File: src/rtl/adder_share_arbiter.sv
// Round-robin arbiter sharing one registered WIDTH-bit adder among NREQ requesters.
// Define ADDER_SHARE_SAT_EN to saturate the result on unsigned overflow instead of wrapping.
module adder_share_arbiter #(
    parameter int unsigned WIDTH = 16,
    parameter int unsigned NREQ  = 4
) (
    input  logic                  clk,
    input  logic                  reset,
    input  logic [NREQ-1:0]       req,
    input  logic [NREQ*WIDTH-1:0] op_a,
    input  logic [NREQ*WIDTH-1:0] op_b,
    output logic [NREQ-1:0]       grant,
    output logic [NREQ-1:0]       done,
    output logic [WIDTH-1:0]      result,
    output logic                  carry,
    output logic                  busy
);

    localparam int unsigned IDW = (NREQ > 1) ? $clog2(NREQ) : 1;

    localparam logic [1:0] StIdle = 2'd0;
    localparam logic [1:0] StExec = 2'd1;
    localparam logic [1:0] StDone = 2'd2;

    logic [1:0]       state_q, state_d;
    logic [IDW-1:0]   ptr_q, ptr_d;
    logic [IDW-1:0]   win_q, win_d;
    logic [WIDTH-1:0] a_q, a_d;
    logic [WIDTH-1:0] b_q, b_d;
    logic [NREQ-1:0]  grant_q, grant_d;
    logic [NREQ-1:0]  done_q, done_d;
    logic [WIDTH-1:0] result_q, result_d;
    logic             carry_q, carry_d;

    logic             win_found;
    logic [IDW-1:0]   win_idx;
    logic [IDW:0]     cand;
    logic [WIDTH-1:0] sel_a, sel_b;
    logic [WIDTH:0]   sum;

    function automatic logic [NREQ-1:0] to_onehot(input logic [IDW-1:0] idx);
        logic [NREQ-1:0] oh;
        oh = '0;
        for (int unsigned i = 0; i < NREQ; i++) begin
            if (idx == IDW'(i)) begin
                oh[i] = 1'b1;
            end
        end
        return oh;
    endfunction

    // Search ptr, ptr+1, ... modulo NREQ; the extra bit keeps the wrap exact for any NREQ.
    always_comb begin
        win_found = 1'b0;
        win_idx   = '0;
        cand      = '0;
        for (int unsigned k = 0; k < NREQ; k++) begin
            cand = {1'b0, ptr_q} + (IDW+1)'(k);
            if (cand >= (IDW+1)'(NREQ)) begin
                cand = cand - (IDW+1)'(NREQ);
            end
            if (!win_found && req[cand[IDW-1:0]]) begin
                win_found = 1'b1;
                win_idx   = cand[IDW-1:0];
            end
        end
    end

    always_comb begin
        sel_a = '0;
        sel_b = '0;
        for (int unsigned i = 0; i < NREQ; i++) begin
            if (win_idx == IDW'(i)) begin
                sel_a = op_a[i*WIDTH +: WIDTH];
                sel_b = op_b[i*WIDTH +: WIDTH];
            end
        end
    end

    assign sum = {1'b0, a_q} + {1'b0, b_q};

    always_comb begin
        state_d  = state_q;
        ptr_d    = ptr_q;
        win_d    = win_q;
        a_d      = a_q;
        b_d      = b_q;
        grant_d  = grant_q;
        done_d   = done_q;
        result_d = result_q;
        carry_d  = carry_q;

        case (state_q)
            StIdle: begin
                if (win_found) begin
                    win_d   = win_idx;
                    a_d     = sel_a;
                    b_d     = sel_b;
                    grant_d = to_onehot(win_idx);
                    state_d = StExec;
                end
            end
            StExec: begin
`ifdef ADDER_SHARE_SAT_EN
                result_d = sum[WIDTH] ? {WIDTH{1'b1}} : sum[WIDTH-1:0];
`else
                result_d = sum[WIDTH-1:0];
`endif
                carry_d  = sum[WIDTH];
                done_d   = to_onehot(win_q);
                state_d  = StDone;
            end
            StDone: begin
                done_d  = '0;
                grant_d = '0;
                ptr_d   = (win_q == IDW'(NREQ - 1)) ? '0 : win_q + 1'b1;
                state_d = StIdle;
            end
            default: begin
                done_d  = '0;
                grant_d = '0;
                state_d = StIdle;
            end
        endcase
    end

    always_ff @(posedge clk or posedge reset) begin
        if (reset) begin
            state_q  <= StIdle;
            ptr_q    <= '0;
            win_q    <= '0;
            a_q      <= '0;
            b_q      <= '0;
            grant_q  <= '0;
            done_q   <= '0;
            result_q <= '0;
            carry_q  <= 1'b0;
        end else begin
            state_q  <= state_d;
            ptr_q    <= ptr_d;
            win_q    <= win_d;
            a_q      <= a_d;
            b_q      <= b_d;
            grant_q  <= grant_d;
            done_q   <= done_d;
            result_q <= result_d;
            carry_q  <= carry_d;
        end
    end

    assign grant  = grant_q;
    assign done   = done_q;
    assign result = result_q;
    assign carry  = carry_q;
    assign busy   = (state_q != StIdle);

endmodule

File: config.mk
export PLATFORM = sky130hd
export DESIGN_NAME = adder_share_arbiter
export DESIGN_NICKNAME = d
export VERILOG_FILES = /design/src/rtl/adder_share_arbiter.sv
export SDC_FILE = /design/constraint.sdc
export NUM_CORES = 1
export LEC_CHECK = 0
export CORE_ASPECT_RATIO = 0.5
export CORE_UTILIZATION = 30
export DETAILED_ROUTE_END_ITERATION = 8
export GPL_TIMING_DRIVEN = 0
export PLACE_DENSITY = 0.61
export SYNTH_ARGS = -nofsm -noshare
export SYNTH_HDL_FRONTEND = slang
export SYNTH_SLANG_ARGS = --single-unit
File: constraint.sdc
create_clock -name clk -period 4.8 [get_ports clk]
set_clock_uncertainty 0.2 [all_clocks]
set_input_delay 0.72 -clock clk [delete_from_list [all_inputs] [get_ports clk]]
set_output_delay 0.72 -clock clk [all_outputs]
set_load 0.01 [all_outputs]
==> flow_summary_export.csv, run 1 <==
group,metric,value,unit
worst_setup_path,cp-end-kind,"flip-flop",
worst_setup_path,rr_endpoint,"carry",
grt,grt-ovfl-total,0,
routing,drt-wirelength-per-cell,19.2,µm
min_path,hp-class,"reg2reg",
routing,via_per_inst,5.35,
layout,post-route-util,46.0,%
grt,gr-usage-met2,30.8,%
placement,io_buffers,159,
clock_network,cts-root-buf,"clkbuf_16",
clock_network,cts_buffer_depth,2,
die,start_util,31.4,%
worst_setup_path,crit_path_cell_trace,"clkdlybuf4s50_1 -> nor4_1 -> or2_1 -> buf_6 -> inv_4 -> nand4_4 -> buf_6 -> a21oi_2 -> a221o_1",
synth,ys_seq_elements,63,
layout,diodes,0,
routing,num_vias,4468,
die,dieWidth,178,µm
clock_network,cts_resized,0,
timing,relSlewSlack,48.7,%
power_and_ir_drop,p_leak,2.79,nW
layout,layoutNonFillerInstCount,835,
grt,grt_first_pass_wirelength,25300,µm
routing,drcViolationCount,0,
synth,syn_inst,461,
layout,syn_to_final_growth,46.5,%
placement,dp_hpwl,13000,µm
worst_setup_path,rr_startpoint,"b_q[0]",
grt,antenna_found_initial,0,
synth,yosysWarningCount,0,
timing,rsz0062_at_grt,"no",
power_and_ir_drop,p_per_area,627,nW/µm²
worst_setup_path,cp_common_cell,"buf_6",
grt,grt_pass1_vias,4507,
placement,pre_cts_slack,1450,ps
timing,maxSlewViolCount,0,
worst_setup_path,critPathMaxStageDelay,720,ps
layout,layout.cells.most_common,"clkdlybuf4s50_1",
placement,dpl.cell_count,819,
grt,grtUsageMet3,4.61,%
clock_network,clkTransAtPathRegs,50,ps
grt,track_usage,20.6,%
worst_setup_path,critical_path_class,"in2reg",
power_and_ir_drop,peakVddDrop,250,µV
clock_network,cts_tree,"yes",
worst_setup_path,critPathLaunch,"req[1]",
clock_network,h-tree-depth,3,
routing,totalWireLength,16000,µm
timing,setup_tns,0,ps
clock_network,hold_buffers,0,
die,io-pin-count,160,
grt,top_usage_layer,"met2",
grt,grt_max_degree,43,
synth,synth_nets,616,
routing,ant_nets,0,
worst_setup_path,worst_setup_path_start_kind,"input port",
synth,yosys_most_used_dff,"dfrtp_1",
synth,avgSynthCellArea,10.1,µm²
timing,post-route-period-util,64.1,%
worst_setup_path,cp.arrival,3090,ps
synth,synth_seq_area_share,34.0,%
timing,setup-violations-final,0,
layout,nets,787,
routing,dr.pass1.iters,4,
worst_setup_path,crit_path_top_delay_cell,"nor4_1",
worst_setup_path,reg2reg_depth,7,
clock_network,cts_buffers,9,
clock_network,clock-sinks,63,
clock_network,clkLatencyLatePin,330,ps
worst_setup_path,cp_data_required_time,4810,ps
die,num_rows,31,
synth,synth-edff-count,0,
die,core_area,14800,µm²
timing,whs,273,ps
die,dieHeight,89.9,µm
worst_setup_path,r2r_slack,1940,ps
status,status,"finished clean",
worst_setup_path,cp_max_fo,10,
timing,fmax,325,MHz
die,dieArea,16000,µm²
layout,final_cell_mix,"clkdlybuf4s50_1, dfrtp_1, nand4_1, o31ai_1, a221o_1",
layout,drive_gt1_share,15.1,%
synth,async_flop_share,100,%
synth,synth_area,4640,µm²
timing,hold_violations,0,
timing,fin_crit,3080,ps
worst_setup_path,endpoint,"b_q[1]",
job,max-cap-violations,0,
synth,ys_types,69,
routing,drtIter0Drc,330,
clock_network,post_cts_buffers,0,
timing,fin_ws,1720,ps
placement,place.gp.congestion,0.853,
grt,use_met1,30.1,%
timing,tightest_slew,763,ps
routing by layer:
metal | vias to the layer above | part of all wire (%)
met5 | - | 0
met4 | 0 | 1.2
met3 | 14 | 6.2
met2 | 118 | 44
met1 | 2185 | 49
li1 | 2151 | -
logic make-up after synthesis:
family	synth area share [%]
compound gates	28.3
fa+ha+maj	5.83
simple gates	15.8
mux	8.85
flops	34.0
buf+inv	5.72
xor+xnor	1.51
worst min path at each step:
stage / from / to / slack (ps) / cells after the start
finish: result[0] / result[0] / 270 / 2
global route: result[7] / result[7] / 310 / 2
CTS: result[0] / result[0] / 290 / 2
detailed placement: result[0] / result[0] / 270 / 2
global placement: result[0] / result[0] / 260 / 2
floorplan: b_q[10] / b_q[10] / 280 / 1
Yosys cell counts (7+ instances only):
cell | number | share of area [%]
a21oi_1 | 14 | 1.5
dfrtp_1 | 63 | 34
a221o_1 | 25 | 5.4
a41oi_1 | 8 | 1.5
o31ai_1 | 26 | 4.2
nand4_1 | 27 | 3.6
nand2_1 | 23 | 1.9
buf_6 | 8 | 1.9
clkbuf_1 | 17 | 1.4
inv_1 | 7 | 0.57
o21ai_0 | 24 | 2.6
o31a_1 | 7 | 1.3
mux2_4 | 18 | 5.8
nor2_1 | 12 | 0.97
ha_1 | 20 | 5.4
nand3_1 | 16 | 1.7
a21oi_2 | 19 | 3.6
and2_1 | 7 | 0.94
and4_1 | 8 | 1.5
buf_2 | 14 | 1.5
state kept, by name, summed over array words and instances, names as in the netlist:
register / count
win_q: 2
state_q: 2
ptr_q: 2
result: 16
carry: 1
a_q: 16
done: 4
grant: 4
b_q: 16
critical path: cells and delay by family:
family	cells	cell delay (ps)
and+or+nand+nor	3	1080
buffers and inverters	4	950
AOI/OAI and AO/OA	2	330
where the power goes:
| group | internal [mW] | switching (mW) |
|---|---|---|
| combinational | 1.22 | 1.37 |
| clock | 0.402 | 0.249 |
| sequential | 0.797 | 0.229 |
per-stage QoR:
step	total power [mW]	area (µm²)
global placement	3.56	6480
finish	4.26	6800
global route	4.59	6800
floorplan	2.73	4640
CTS	4.27	6800
detailed placement	3.59	6500
layout make-up:
class / count / area, µm²
clock buffers: 9 / 225
well taps: 198 / 248
repair buffers: 160 / 1610
multi-input cells: 349 / 2800
clock inverters: 7 / 73.8
flip-flops and latches: 63 / 1580
fillers: 1401 / 7980
plain buffers: 41 / 233
inverters: 8 / 32.5
Note: power is estimated with default switching activity, not from simulation.
==> run 2: changes to the inputs <==
clock period = 3.2 ns   (was 4.8 ns; I/O delays follow)
==> results of run 2 <==
Same layout as run 1 (identical final DEF). Status: finished clean.
Among the figures that moved: setup slack after placement 1450 ps -> 93.8 ps; clock-pin slew on the worst setup and hold paths 50 ps -> 60 ps; setup slack after layout 1720 ps -> 336 ps; start point of the critical path req[1] -> b_q[0]; end point of the critical path b_q[1] -> carry; register-to-register setup slack 1940 ps -> 340 ps; total power 4.26 mW -> 6.40 mW; worst IR drop on VDD 250 µV -> 375 µV
==> run 3: changes to the inputs <==
CAP_MARGIN = 20   (was not set)
SETUP_SLACK_MARGIN = 0.4   (was not set)
SLEW_MARGIN = 20   (was not set)
==> flow_summary_export.csv, run 3 (synthesis gave the netlist of run 1 again) <==
group,metric,value,unit
die,dieArea,16000,µm²
grt,grt_pass1_vias,4399,
clock_network,cts_buffer_depth,2,
routing,ant_nets,0,
die,dieHeight,89.9,µm
min_path,hp-class,"in2async",
routing,drt-wirelength-per-cell,19.1,µm
layout,syn_to_final_growth,47.1,%
power_and_ir_drop,p_leak,2.80,nW
layout,drive_gt1_share,15.7,%
job,max-cap-violations,0,
grt,use_met1,30.8,%
layout,nets,788,
power_and_ir_drop,peakVddDrop,400,µV
die,core_area,14800,µm²
status,status,"finished clean",
routing,drtIter0Drc,272,
worst_setup_path,cp_max_fo,10,
worst_setup_path,cp_data_required_time,3190,ps
grt,gr-usage-met2,30.4,%
layout,layoutNonFillerInstCount,836,
die,dieWidth,178,µm
worst_setup_path,cp-end-kind,"flip-flop",
clock_network,h-tree-depth,3,
routing,drcViolationCount,0,
grt,grtUsageMet3,3.51,%
grt,track_usage,20.4,%
routing,dr.pass1.iters,5,
clock_network,clock-sinks,63,
timing,rsz0062_at_grt,"no",
clock_network,clkTransAtPathRegs,60,ps
timing,maxSlewViolCount,0,
clock_network,cts_tree,"yes",
clock_network,hold_buffers,0,
layout,layout.cells.most_common,"clkdlybuf4s50_1",
die,start_util,31.4,%
worst_setup_path,cp.arrival,2660,ps
timing,setup-violations-final,0,
timing,tightest_slew,602,ps
die,num_rows,31,
grt,top_usage_layer,"met1",
placement,dpl.cell_count,819,
die,io-pin-count,160,
placement,io_buffers,159,
timing,hold_violations,0,
clock_network,cts-root-buf,"clkbuf_16",
routing,num_vias,4479,
clock_network,clkLatencyLatePin,330,ps
grt,grt_first_pass_wirelength,25100,µm
grt,grt-ovfl-total,0,
routing,totalWireLength,16000,µm
clock_network,cts_buffers,9,
timing,relSlewSlack,59.6,%
grt,grt_max_degree,44,
placement,place.gp.congestion,0.853,
timing,fin_crit,2670,ps
timing,fmax,374,MHz
routing,via_per_inst,5.36,
placement,pre_cts_slack,72.6,ps
grt,antenna_found_initial,0,
worst_setup_path,worst_setup_path_start_kind,"input port",
timing,fin_ws,528,ps
layout,final_cell_mix,"clkdlybuf4s50_1, dfrtp_1, nand4_1, o31ai_1, a221o_1",
placement,dp_hpwl,13000,µm
power_and_ir_drop,p_per_area,943,nW/µm²
layout,diodes,0,
timing,setup_tns,0,ps
timing,post-route-period-util,83.5,%
worst_setup_path,reg2reg_depth,7,
power_and_ir_drop,total_power,6.43,mW
worst_setup_path,critical_path_class,"in2reg",
-- run 3: changes by cell type in the layout (fill, tap and decap cells not counted), sizes merged --
cell / delta
buf: +1
-- run 3: repair_timing --
item | in CTS | in global routing
endpoints found under the setup margin | 1 | 22
gates cloned | 0 | 0
pin swaps | 0 | 3
setup buffers | 0 | 1
resized for setup | 1 | 2
-- run 3: stage by stage --
step / hold slack [ps] / area [µm²] / util, %
after floorplan: 284 / 4640 / -
after global placement: 262 / 6480 / 43.8
after detailed placement: 272 / 6500 / 44.0
after CTS: 261 / 6810 / 46.1
after global routing: 282 / 6820 / 46.2
final: 252 / 6820 / 46.2
-- run 3: cell type report --
type,instances,area (µm²)
fill,1417,7960
multi-input combinational,349,2810
timing repair buffer,161,1620
sequential,63,1580
tap,198,248
buffer,41,233
clock buffer,9,225
clock inverter,7,73.8
inverter,8,35.0
-- run 3: final timing paths --
check                               start        end  slack (ps)
min in group clk                result[0]  result[0]         270
max in group asynchronous           reset     a_q[7]        2020
worst max-delay path               req[0]     b_q[5]         530
worst min-delay path                reset    done[0]         250
worst min register to register  result[0]  result[0]         270
worst max register to register     b_q[0]      carry         580
-- run 3: routing by layer --
layer | vias up | wire length [µm]
li1 | 2158 | -
met1 | 2196 | 8050
met2 | 113 | 7010
met3 | 12 | 799
met4 | 0 | 126
met5 | - | 0
-- run 3: worst max-delay path, stage by stage --
cell and delay, ps:
clkdlybuf4s50_1 550, nor2b_1 400, o21bai_4 170, clkbuf_1 230, and4_1 250, o21ai_0 450
nand3_1 130
-- run 3: report_power, final --
| part | leakage (nW) | internal (mW) | total, mW | switching, mW |
|---|---|---|---|---|
| clock network | 0.145 | 0.603 | 0.972 | 0.369 |
| registers | 0.785 | 1.20 | 1.54 | 0.341 |
| logic | 1.87 | 1.85 | 3.92 | 2.08 |
